[src/rtl/operand_bypass_unit_pkg.sv]
// Shared opcode constants, immediate formats and tracker flag type for the
// ID/EX operand bypass unit and decode.
package operand_bypass_unit_pkg;

   localparam logic [6:0] OP_ALU = 7'b0110011;
   localparam logic [6:0] ALUopI = 7'b0010011;
   localparam logic [6:0] LW     = 7'b0000011;
   localparam logic [6:0] SW     = 7'b0100011;
   localparam logic [6:0] LUI    = 7'b0110111;
   localparam logic [6:0] AUIPC  = 7'b0010111;
   localparam logic [6:0] JAL    = 7'b1101111;
   localparam logic [6:0] JALR   = 7'b1100111;

   typedef enum logic [1:0] {IMM_NONE, IMM_I, IMM_S, IMM_U} imm_fmt_t;

   // Per-stage producer flags; rd and captured value live beside it so their
   // widths can follow the unit's parameters.
   typedef struct packed {
      logic valid;
      logic is_load;
   } trk_flags_t;

   function automatic imm_fmt_t imm_fmt(input logic [6:0] op);
      case (op)
         ALUopI, LW, JALR: return IMM_I;
         SW:               return IMM_S;
         LUI, AUIPC:       return IMM_U;
         default:          return IMM_NONE;
      endcase
   endfunction

   function automatic logic uses_rs1(input logic [6:0] op);
      return !(op == LUI || op == AUIPC || op == JAL);
   endfunction

   function automatic logic uses_rs2(input logic [6:0] op);
      return !(op == ALUopI || op == LW || op == JALR);
   endfunction

endpackage

[src/rtl/operand_bypass_unit_imm_gen.sv]
// Combinational immediate extraction from opcode and instruction word;
// shared with decode.
module operand_bypass_unit_imm_gen
   import operand_bypass_unit_pkg::*;
#(
   parameter int XLEN = 32
) (
   input  logic [6:0]      op,
   input  logic [31:0]     ir,
   output logic            use_imm,
   output logic [XLEN-1:0] imm
);

   logic signed [31:0] imm32;

   always_comb begin
      imm32 = '0;
      case (imm_fmt(op))
         IMM_I:   imm32 = {{20{ir[31]}}, ir[31:20]};
         IMM_S:   imm32 = {{20{ir[31]}}, ir[31:25], ir[11:7]};
         IMM_U:   imm32 = {ir[31:12], 12'b0};
         default: imm32 = '0;
      endcase
   end

   assign use_imm = (imm_fmt(op) != IMM_NONE);
   assign imm     = XLEN'(imm32);

endmodule

[src/rtl/operand_bypass_unit.sv]
// ID/EX operand forwarding with a one-cycle load-use interlock; tracks the
// last DEPTH issued producers and registers resolved operands into EX.
module operand_bypass_unit
   import operand_bypass_unit_pkg::*;
#(
   parameter int XLEN    = 32,
   parameter int NUM_SRC = 2,
   parameter int DEPTH   = 3,
   parameter int RA_W    = 5
) (
   input  logic                             clk,
   input  logic                             rst_n,
   input  logic                             flush,
   input  logic                             issue_valid,
   output logic                             issue_ready,
   input  logic [6:0]                       issue_op,
   input  logic [31:0]                      issue_ir,
   input  logic [RA_W-1:0]                  issue_rd,
   input  logic [NUM_SRC-1:0][RA_W-1:0]     issue_rs,
   input  logic [NUM_SRC-1:0][XLEN-1:0]     rf_data,
   input  logic [XLEN-1:0]                  ex_result,
   input  logic [XLEN-1:0]                  mem_rdata,
   output logic                             out_valid,
   output logic [6:0]                       out_op,
   output logic [XLEN-1:0]                  out_a,
   output logic [XLEN-1:0]                  out_b,
   output logic [XLEN-1:0]                  out_c,
   output logic [RA_W-1:0]                  out_rd
);

   localparam int C_IDX = (NUM_SRC == 3) ? 2 : 1;

   trk_flags_t [DEPTH-1:0]           trk;
   logic       [DEPTH-1:0][RA_W-1:0] trk_rd;
   logic       [DEPTH-1:1][XLEN-1:0] trk_val;
   logic       [XLEN-1:0]            e1_val;

   logic [NUM_SRC-1:0][XLEN-1:0] src_val;
   logic [NUM_SRC-1:0]           src_ld_hit;
   logic [NUM_SRC-1:0]           src_used;
   logic                         stall, accept, use_imm;
   logic [XLEN-1:0]              imm;
   logic                         unused_ir;

   assign unused_ir = ^issue_ir[6:0];
   assign e1_val    = trk[1].is_load ? mem_rdata : trk_val[1];

   // Oldest match applied first so the youngest producer overrides it.
   for (genvar s = 0; s < NUM_SRC; s++) begin : g_src
      logic [XLEN-1:0] val;
      logic            ld_hit;
      always_comb begin
         val    = rf_data[s];
         ld_hit = 1'b0;
         for (int k = DEPTH-1; k >= 2; k--)
            if (trk[k].valid && trk_rd[k] == issue_rs[s]) val = trk_val[k];
         if (trk[1].valid && trk_rd[1] == issue_rs[s]) val = e1_val;
         if (trk[0].valid && trk_rd[0] == issue_rs[s]) begin
            val    = ex_result;
            ld_hit = trk[0].is_load;
         end
         if (issue_rs[s] == '0) begin
            val    = '0;
            ld_hit = 1'b0;
         end
      end
      assign src_val[s]    = val;
      assign src_ld_hit[s] = ld_hit;
   end

   always_comb begin
      src_used    = '1;
      src_used[0] = uses_rs1(issue_op);
      src_used[1] = uses_rs2(issue_op);
   end

   // Stall depends only on tracker tags, never on ex_result/mem_rdata.
   assign stall       = issue_valid && |(src_used & src_ld_hit);
   assign issue_ready = flush || !stall;
   assign accept      = issue_valid && !stall && !flush;

   operand_bypass_unit_imm_gen #(.XLEN(XLEN)) u_imm_gen (
      .op      (issue_op),
      .ir      (issue_ir),
      .use_imm (use_imm),
      .imm     (imm)
   );

   always_ff @(posedge clk or negedge rst_n) begin
      if (!rst_n) begin
         trk     <= '0;
         trk_rd  <= '0;
         trk_val <= '0;
      end else begin
         trk[0]     <= '{valid: accept && (issue_rd != '0), is_load: (issue_op == LW)};
         trk_rd[0]  <= issue_rd;
         trk_val[1] <= ex_result;
         for (int k = 1; k < DEPTH; k++) begin
            trk[k]    <= trk[k-1];
            trk_rd[k] <= trk_rd[k-1];
         end
         for (int k = 2; k < DEPTH; k++)
            trk_val[k] <= (k == 2) ? e1_val : trk_val[k-1];
         if (flush)
            for (int k = 0; k < DEPTH; k++) trk[k].valid <= 1'b0;
      end
   end

   always_ff @(posedge clk or negedge rst_n) begin
      if (!rst_n) begin
         out_valid <= 1'b0;
         out_op    <= '0;
         out_a     <= '0;
         out_b     <= '0;
         out_c     <= '0;
         out_rd    <= '0;
      end else begin
         out_valid <= accept;
         if (accept) begin
            out_op <= issue_op;
            out_a  <= src_val[0];
            out_b  <= use_imm ? imm : src_val[1];
            out_c  <= src_val[C_IDX];
            out_rd <= issue_rd;
         end
      end
   end

endmodule

[config.mk]
export PLATFORM = sky130hd
export DESIGN_NAME = operand_bypass_unit
export DESIGN_NICKNAME = d
export VERILOG_FILES = /design/src/rtl/operand_bypass_unit_pkg.sv /design/src/rtl/operand_bypass_unit_imm_gen.sv /design/src/rtl/operand_bypass_unit.sv
export SDC_FILE = /design/constraint.sdc
export NUM_CORES = 1
export LEC_CHECK = 0
export ABC_AREA = 0
export CORE_ASPECT_RATIO = 0.6
export CORE_UTILIZATION = 43
export CTS_CLUSTER_DIAMETER = 50
export DETAILED_ROUTE_END_ITERATION = 16
export PLACE_DENSITY = 0.78
export RECOVER_POWER = 25
export SLEW_MARGIN = 0
export SYNTH_ARGS = -nofsm -noshare
export SYNTH_HDL_FRONTEND = slang
export SYNTH_SLANG_ARGS = --single-unit
[constraint.sdc]
create_clock -name clk -period 2.1 [get_ports clk]
set_input_delay 0.315 -clock clk [delete_from_list [all_inputs] [get_ports clk]]
set_output_delay 0.315 -clock clk [all_outputs]
set_load 0.02 [all_outputs]
Yosys cells after proc, flatten, opt, wreduce, memory -nomap -nowiden
Cells that the tools add are included.
{ "word_totals": {"wordCells": 78, "out_inout_bits": 110, "regBits": 193} }
{ "op_classes": {"n_reduce_logical": 26, "eq_ne": 16, "bitwise_logic": 1, "n_mux": 19} }
{ "op_table": {"columns": ["op", "n"], "rows": [
  ["$mux 32", 10],
  ["$pmux 32 s3", 1],
  ["$eq 5x5->1", 6],
  ["$eq 7x5->1 const B", 2],
  ["$eq 7x6->1 const B", 2],
  ["$eq 7x7->1 const B", 2],
  ["$logic_and 1x1->1", 10],
  ["$logic_not 5->1", 2],
  ["$eq 7x2->1 const B", 1],
  ["$mux 1", 7],
  ["$pmux 2 s3", 1],
  ["$logic_or 1x1->1", 5],
  ["$reduce_bool 5->1", 1],
  ["$eq 2x2->1 const B", 2],
  ["$logic_not 1->1", 4],
  ["$reduce_or 2->1", 2],
  ["$reduce_or 3->1", 1],
  ["$and 2x2->2", 1],
  ["$eq 2x1->1 const B", 1],
  ["$reduce_bool 2->1", 1]
]} }

Longest topological paths before layout
Gate-level depths: netlist of run 1.
{ "depth": {"word_depth": 12, "mapped_depth": 9, "mapped_depth_nobuf": 7} }

Hierarchy
From an unflattened synthesis of run 1, not the netlist that was laid out.
{ "unflattened": {"hier_cells": 1035, "area_unflattened_um2": 9865.7} }
{ "modules_own_cells": {"columns": ["module", "cells_each", "area_per_inst_um2", "seq_area_each_um2", "n_inst"], "rows": [
  ["operand_bypass_unit", 987, 9509.1, 4829.6, 1],
  ["operand_bypass_unit_imm_gen", 48, 356.6, 0.0, 1]
]} }

Worst setup path after synthesis of run 1
Ideal clock, no wire load.
{ "synth_path": {"kind": "register to output", "start": "reg trk_rd[0] (netlist name)", "end": "out issue_ready", "slack_ps": -58, "arrival_time_ps": 1843, "required_time_ps": 1785, "path_buffers": 2, "stages_incl_launch_ff": 8, "path_cell_list": "dfrtp_1 xor2_1 nor4_1 and3_1 buf_2 buf_1 nand2_1 a21o_1"} }
{ "synth_between": {"elab_chain_len": 9, "elab_cells_between_ends": 13} }
{ "synth_lines": {"columns": ["element", "line", "text"], "rows": [
  ["from (decl)", "operand_bypass_unit.sv:34", "logic [DEPTH-1:0][RA_W-1:0] trk_rd;"],
  ["from (signal, indexed assignment)", "operand_bypass_unit.sv:100", "trk_rd[k] <= trk_rd[k-1];"],
  ["$eq 5x5->1", "operand_bypass_unit.sv:58", "if (trk[0].valid && trk_rd[0] == issue_rs[s]) begin"],
  ["$logic_and 1x1->1", "operand_bypass_unit.sv:58", null],
  ["$mux 1", "operand_bypass_unit.sv:58", null],
  ["$mux 1", "operand_bypass_unit.sv:62", "if (issue_rs[s] == '0) begin"],
  ["$and 2x2->2 (*)", "operand_bypass_unit.sv:78", "assign stall = issue_valid && |(src_used & src_ld_hit);"],
  ["$reduce_or 2->1 (*)", "operand_bypass_unit.sv:78", null],
  ["$logic_and 1x1->1 (*)", "operand_bypass_unit.sv:78", null],
  ["$logic_not 1->1 (*)", "operand_bypass_unit.sv:79", "assign issue_ready = flush || !stall;"],
  ["$logic_or 1x1->1 (*)", "operand_bypass_unit.sv:79", null],
  ["to (decl)", "operand_bypass_unit.sv:15", "output logic issue_ready,"]
]} }
Every way passes the cells marked *; elsewhere a longest branch is shown, timed or not.

Worst setup path after layout of run 1
{ "layout_path": {"start": "reg trk_rd[13] (netlist name)", "end": "reg out_b[19]"} }
{ "layout_between": {"elab_chain_len": 7} }
{ "layout_lines": {"columns": ["element", "line", "text"], "rows": [
  ["$eq 5x5->1", "operand_bypass_unit.sv:56", "if (trk[k].valid && trk_rd[k] == issue_rs[s]) val = trk_val[k];"],
  ["$logic_and 1x1->1", "operand_bypass_unit.sv:56", null],
  ["$mux 32", "operand_bypass_unit.sv:56", null],
  ["$mux 32", "operand_bypass_unit.sv:57", "if (trk[1].valid && trk_rd[1] == issue_rs[s]) val = e1_val;"],
  ["$mux 32", "operand_bypass_unit.sv:58", null],
  ["$mux 32", "operand_bypass_unit.sv:62", null],
  ["$mux 32", "operand_bypass_unit.sv:122", "out_b <= use_imm ? imm : src_val[1];"],
  ["to (signal assigned)", "operand_bypass_unit.sv:122", null],
  ["to (decl)", "operand_bypass_unit.sv:26", "output logic [XLEN-1:0] out_b,"]
]} }
Every way passes these cells.
A chain may end at the register's enable or synchronous reset.

==> results list, run 1 <==
* Result of the run: complete, but fails checks
* Violated checks: setup timing
- In the detailed route, the total length drawn on met2 is between 20 and 25 mm.
* Sequential fraction of the synthesis area: between 50% and 60%
- Period Utilization, post-route: 117%
- Worst IR drop on VDD: between 500 and 600 uV
- Placed wire-length estimate after detailed placement: just under 30 mm
* Final Cell Area: 16700 um^2
* Area growth syn-to-layout: 75.0%
- Worst Path Class, Setup: reg -> reg
- Routed vias: 11091
- OpenSTA, run right after detailed placement, puts the worst setup slack at -0.691 ns.
- The later pin in the worst-skew pair is clocked with a latency of approximately 0.45 ns.
* Max-cap violation count: 0
- The pre-antenna-repair detailed-routing pass consisted of 6 iterations.
- Arr. time, crit path: between 2 and 3 ns
- Final Setup Violations: ~110
- Depth of the worst register-to-register path: 8
- Counting I/O delays and the setup requirement, the final critical path takes 2.47 ns.
- The congestion estimate from routability-driven global placement came to approximately 0.93.
* Most frequently used flop master after synthesis: dfrtp_1
- For this run, design rule violations remaining after detail routing come to 0.
- Instance area at placement: 13900 um^2
- The synthesized design spends more area on one cell type than any other, namely dfrtp_1.
- Most frequent standard cell in the layout excluding fill and tap cells: clkdlybuf4s50_1
- Counting instances, the worst hold path has a depth of 3.
* Worst Max-Slew Pin Slew: ~0.56 ns
- The completed layout was analyzed and its total power is about 11 mW.
- In the post-route analysis, the smallest setup slack over all paths is -0.366 ns.
* Input/output buffers: about 290
- Area of the mapped netlist: around 9500 um^2
- In this run the biggest area consumer among cell types represents 50.6% of the synthesized area.
- The H-tree generated during clock tree synthesis spans 4 levels.
- Power spread over the standard cell area amounts to approximately 680 nW/um^2.
- Measured along the y axis, the die boundary spans 117 um.
* Die boundary width: approximately 200 um
- Routed length on met3: ~7.3 mm
- Gate count after technology mapping: 989
- Post-route met1 wirelength: 17.8 mm
- The number of different library cells used by synthesis comes to slightly above 50.
- For this run, the total global-route usage over all layers was measured as between 30 and 40%.
* Number of synthesized flops with an enable pin: 0
- Overall overflow remaining after global route: 0
* Number of nets in the final layout: 1601
- Synthesis produced a netlist with a net count of 1175.
* Largest net degree at the start of global routing: 63
- Initial core utilization: about 45%
- Along the worst path, the maximum fanout reaches 8.
- Dividing the detail-routed via count by the number of cells gives between 6 and 7.
* CTS tree: done
- The tightest min-delay check is of the in -> reg type.
* Antenna violations before repair: 0
- Root buffer cell: clkbuf_16
- During synthesis, Yosys emitted a total of 0 warnings.
- RSZ-0062 raised after global routing: yes
- WL final: 47.0 mm
- Layout cells sized above 1: about 32%
- Yosys attributes the largest share of cell area to dfrtp_1 (51%), nand2_1 (5.1%), o21ai_0 (3.3%).
- Routed len/inst: 27.5 um
- CTS clk-pin slew, worst paths: 0.07 ns
- Global-route wire length before repair: ~63 mm
- Final sum of negative setup slack: -27.14 ns
- The worst setup path is launched from a register.
- Routed signal wires occupy layers up through met4.
- In the layout the commonest cells are clkdlybuf4s50_1 (244), dfrtp_1 (192), buf_4 (121).
- Final-report max-slew violation count: 0
- CTS Buf Count: 17
* Maximum clock rate: ~400 MHz
- Measured against its own limit, the worst slew margin works out to between 60% and 70%.
- The clock arrives with roughly 0.013 ns of skew.
- Post-synthesis area per instance: a little under 10 um^2
* Area of the die: roughly 23000 um^2
- Hold slack final: 0.372 ns
- Required time of the critical path: 2.44 ns
* Buffers from clock root to sink, at most: 2
* Top Ports: ~300
- The worst setup path is captured at a register.
- Standby leakage power: just over 7 nW
* Number of routed nets with antenna violations: 0
- Std-Cell Rows: just over 40
* Total core area: between 20000 and 25000 um^2
* Drt first-iter violations: roughly 1300
- The number of global-route vias before repair was between 10000 and 15000.
* Number of hold-slack violations in the final timing report: 0
* Async set or reset register ratio after synthesis: between 90% and 100%
- Synthesis inferred 193 register bits.
- Counting every sink on the clock net gives ~190.
[kinds of logic (layout without fill, tap and decap cells)]
kind of cell	count (synthesis)	count (layout)	share of synthesized area (%)
compound gates	324	324	23.6
other cells	0	2	0
flops	193	193	50.6
simple gates	296	296	14.2
buf+inv	111	550	4.84
mux	35	35	4.03
xor+xnor	30	30	2.75
[cell usage after synthesis (15+ instances only)]
| library cell | count |
|---|---|
| a21oi_1 | 48 |
| nor3_1 | 25 |
| a211oi_1 | 29 |
| inv_1 | 32 |
| o31ai_1 | 17 |
| nand2_1 | 129 |
| dfrtp_1 | 193 |
| buf_2 | 18 |
| a221o_1 | 19 |
| mux2_2 | 27 |
| a22oi_1 | 24 |
| a31oi_1 | 23 |
| o22ai_1 | 15 |
| xnor2_1 | 17 |
| o21ai_0 | 62 |
| nand3_1 | 30 |
| a32oi_1 | 19 |
| nor2_1 | 47 |
| clkbuf_1 | 52 |
[metrics by stage]
| step | instances | util [%] |
|---|---|---|
| finish | 1709 | 78.0 |
| global placement | 1630 | 65.1 |
| global route | 1707 | 78.0 |
| floorplan | 989 | - |
| detailed placement | 1630 | 65.1 |
| CTS | 1678 | 70.8 |
[where the power goes]
part,total [mW],switching (mW),internal (mW),leakage (nW)
logic,3.22,1.63,1.59,4.41
clock network,3.68,1.55,2.13,0.317
registers,4.39,0.307,4.08,2.31
total,11.3,3.49,7.79,7.04
[layer usage]
layer / up-vias / global-route usage [%]
li1: 4495 / -
met1: 5347 / 51.7
met2: 1039 / 51.3
met3: 210 / 14.9
met4: 0 / 11.0
met5: - / 0
[sequential cells by signal (all words and copies together), names as in the netlist]
name / cells
out_a: 32
out_b: 32
out_c: 32
out_op: 7
out_rd: 5
out_valid: 1
trk: 5
trk_rd: 15
trk_val: 64
[final timing paths]
path                                            from  slack (ns)                    end
worst min-delay path                     issue_op[5]        0.37  out_op[5]$_DFFE_PN0P_
max in group asynchronous                      rst_n        0.95   out_b[8]$_DFFE_PN0P_
min in group asynchronous                      rst_n        0.43  out_b[16]$_DFFE_PN0P_
worst min register to register   trk_rd[1]$_DFF_PN0_        0.48    trk_rd[6]$_DFF_PN0_
worst max-delay path            trk_rd[13]$_DFF_PN0_       -0.37  out_b[19]$_DFFE_PN0P_
worst max register to register  trk_rd[13]$_DFF_PN0_       -0.37  out_b[19]$_DFFE_PN0P_
[worst max-delay path, stage by stage, from the launching register on]
cell      delay, ns
dfrtp_1        0.44
xor2_2         0.24
or3_4          0.40
buf_4          0.19
o21ai_0        0.22
a311oi_1       0.18
a211oi_1       0.42
buf_4          0.21
o31ai_2        0.06
[timing repair]
| item | in CTS | in global routing |
|---|---|---|
| pin swaps | 11 | 118 |
| buffers inserted | 7 | 18 |
| cloned | 8 | 15 |
| hold buffers | 1 | 0 |
| endpoints found under the setup margin | 111 | 111 |
| gates resized for setup | 65 | 297 |
| hold endpoints to repair | 56 | 0 |
[cell type report]
type,count,area [um^2]
multi-input combinational,685,5490
timing repair buffer,485,5250
sequential,193,4830
fill,1257,4700
clock buffer,23,488
tap,279,349
clock inverter,9,153
inverter,33,129
antenna,2,5.00
Power figures use the tool's default switching activity.
==> run 2, diff against run 1 <==
Settings changed: ABC_AREA 0 to 1, CORE_UTILIZATION 43 to 44, PLACE_DENSITY 0.78 to not set, PLACE_DENSITY_LB_ADDON set to 0.3.
==> results list, run 2 <==
- The run finished with clean final reports.
- In the synthesized netlist the async set-or-reset flop fraction comes to 100%.
- Number of warnings reported in the yosys synthesis log: 0
- The longest clock path from root to sink contains 2 buffers.
- The number of global-route vias before repair was about 11000.
- Fraction of power consumed by sequential logic: a little over two fifths
- The share of synthesized area in the top cell type comes to about 45%.
- After floorplanning, the core was divided into 43 placement rows.
* Switching component of the power: around 3.2 mW
- Int Power: 7.14 mW
* Number of synthesized flops with an enable pin: 0
* Overall overflow remaining after global route: 0
- Setup violations remaining at the end of the flow were counted as 0.
* Area of the mapped netlist: 10700 um^2
* CTS clk-pin slew, worst paths: ~0.070 ns
- Most frequent cells in the layout: nand2_1 (535), clkdlybuf4s50_1 (244), inv_1 (235)
- RSZ-0062 raised after global routing: yes
* Biggest fanout along the worst timing path: 4
* Final Cell Area: around 16000 um^2
- Number of hold-slack violations in the final timing report: 0
- Vert. Die Dim: between 100 and 150 um
- Antenna violations before repair: 5
* Worst Max-Slew Pin Slew: 0.600 ns
- Power per standard cell area: 662 nW/um^2
- CTS tree: done
- Routed len/inst: 19.1 um
- In this run the remaining antenna-violating nets after routing total 0.
- After synthesis, flip-flops and latches occupy roughly 45% of the total area.
* Worst min-delay path category: in -> reg
- Global-route wire length before repair: around 64 mm
* Area growth syn-to-layout: 45.8%
- The register with the most flip-flops in the layout has 64 of them.
- At the later pin of the worst-skew pair, clock insertion delay measures 0.44 ns.
- Of the total power, the share spent switching nets is roughly 31%.
* Standby leakage power: 8.19 nW
* Period Utilization, post-route: approximately 99%
- Counting distinct cell types in the post-synthesis netlist gives 27.
* Top Ports: 296
- The die covers about 25000 um^2.
- The H-tree was split into 4 levels.
* Synth top cells by count: nand2_1 (550), inv_1 (236), dfrtp_1 (193)
- Final-report max-slew violation count: 0
- Wires add up to ~43 mm.
* Register containing the most flip-flops in the final layout: trk_val
* Final Skew: approximately 0.008 ns
- Clock tree sinks: 193
* Max-cap violation count: 0
* Net Count, Synth: ~1800
- Reg2Reg Setup Slack: 0.07 ns
* Initial core utilization: approximately 46%
* Largest net degree at the start of global routing: between 60 and 70
- Most frequently used flop master after synthesis: dfrtp_1
- Layout cells sized above 1: around a tenth
- The cell sitting at the root of the clock tree is a clkbuf_16.
- Hold is met by between 0.2 and 0.25 ns.
- For this run, the top clock speed supported by timing is between 400 and 500 MHz.
- Arr. time, crit path: about 1.8 ns
* Most frequent standard cell in the layout excluding fill and tap cells: nand2_1
- Worst slew margin: 59.6%
- CTS Buf Count: 17
- Yosys instantiated no cell more often than nand2_1.
* Worst Path Class, Setup: reg -> out
* Total core area: roughly 24000 um^2
- Synthesis produced 1594 cells.
- Shortest period the worst path allows: 2.07 ns
- The floorplan step set the die width to roughly 200 um.
- Ranked by total cell area, the synthesized netlist is headed by dfrtp_1 (45%), nand2_1 (19%), inv_1 (8.2%).
* Last weighted congestion value of the routability-driven placer: 0.971
- Once detailed placement completed, the half-perimeter wirelength came to around 31 mm.
- For this block, the initial DRC count from the detailed router was around 1100.
- Worst setup EP type: output pin
- Buffers placed on the I/O ports in this run total around 290.
- In the final design database the tool counted roughly 2100 nets.
- Counting flops and latches in the post-synthesis netlist gives 193.
* Combinational group share of total power: about a quarter
- The first TritonRoute pass finished after 5 iterations.
- The average instance in the mapped netlist occupies between 6 and 7 um^2.
- Clock group share of total power: 32.5%
* Worst IR drop on VDD: just over 600 uV
- Filler-free cell count of the finished design: 2272
- Required time of the critical path: around 1.8 ns
* DRC viols: 0
* Largest area contributor in the synthesized netlist: dfrtp_1
- Dividing the detail-routed via count by the number of cells gives 5.26.
- Routed vias: roughly 12000
- GRT Overall Usage: about a third
- Counting tap cells, the placed design contains a total of approximately 2200 instances.
- Instance area at placement: about 15000 um^2
- Kind of start point of the critical path: register
* Fill count: between 2000 and 2500
## run 2: cell types whose count changed after synthesis, sizes merged, moves of 24 or more
cell	delta
a211oi	-29
a22oi	-24
inv	+207
mux2	-27
nand2	+424
nand3	+108
nand4	+33
nor2	+125
o21ai	+35
o31ai	-27
## run 2: through the flow
| stage | setup slack (ns) | setup TNS (ns) | power (mW) | util [%] |
|---|---|---|---|---|
| floorplan | 0.352 | 0 | 5.41 | - |
| global placement | -0.493 | -33.33 | 6.96 | 62.9 |
| detailed placement | -0.470 | -34.35 | 6.98 | 62.9 |
| CTS | 0.00160 | 0 | 10.4 | 65.5 |
| global route | -0.0833 | -0.204 | 10.8 | 66.6 |
| finish | 0.0263 | 0 | 10.4 | 66.7 |
## run 2: cells by family after synthesis
kind of cell,synth area share (%)
flops,44.9
simple gates,34.7
buf+inv,12.0
compound gates,7.94
xor+xnor,0.489
## run 2: worst max-delay path: stages, from the launching register on
cell and delay (ns):
dfrtp_1 0.40, buf_6 0.14, nand2_2 0.05, nand2_1 0.04, nand3b_1 0.19, nor2_4 0.15, nand2_2 0.06, nand2_2 0.08
nand3_2 0.06, buf_6 0.14
## run 2: final cells by class
| class | count | area, um^2 | area share, % |
|---|---|---|---|
| sequential | 193 | 4830 | 30.8 |
| multi-input combinational | 1076 | 4780 | 30.5 |
| timing repair buffer | 408 | 4140 | 26.4 |
| inverter | 240 | 903 | 5.76 |
| clock buffer | 21 | 470 | 3.00 |
| tap | 315 | 394 | 2.51 |
| clock inverter | 11 | 129 | 0.822 |
| antenna | 8 | 20.0 | 0.128 |
## run 2: final timing paths
| path | startpoint | to | cells after the start |
|---|---|---|---|
| setup reg to reg | trk_rd[1]$_DFF_PN0_ | out_b[11]$_DFFE_PN0P_ | 10 |
| min in group asynchronous | rst_n | out_a[28]$_DFFE_PN0P_ | 2 |
| setup / recovery | trk_rd[3]$_DFF_PN0_ | issue_ready | 9 |
| max in group asynchronous | rst_n | trk_val[37]$_DFF_PN0_ | 3 |
| hold / removal | issue_op[2] | out_op[2]$_DFFE_PN0P_ | 3 |
| hold reg to reg | trk_rd[5]$_DFF_PN0_ | trk_rd[10]$_DFF_PN0_ | 0 |
## run 2: layer usage
metal / vias to the layer above / wire, um / share of wire [%] / track usage (%)
met1: 5658 / 19300 / 44 / 48.9
met5: - / 0 / 0 / 0
li1: 5594 / - / - / -
met4: 0 / 800 / 1.8 / 10.3
met3: 52 / 5670 / 13 / 13.2
met2: 643 / 17600 / 41 / 47.7
## run 2: power by group through the flow
stage | registers (mW) | clock network, mW | logic [mW]
2_1_floorplan | 4.68 | 0 | 0.731
3_3_place_gp | 4.40 | 0 | 2.57
3_5_place_dp | 4.39 | 0 | 2.59
4_1_cts | 4.34 | 3.41 | 2.61
5_1_grt | 4.38 | 3.55 | 2.85
6_report | 4.35 | 3.38 | 2.65
## run 2: timing repair
action / in CTS / in global routing
gates cloned: 0 / 3
pin swaps: 0 / 7
endpoints found under the setup margin: 3 / 87
buffers inserted: 0 / 3
hold buffers: 1 / 0
hold endpoints to repair: 49 / 0
resized for setup: 9 / 48
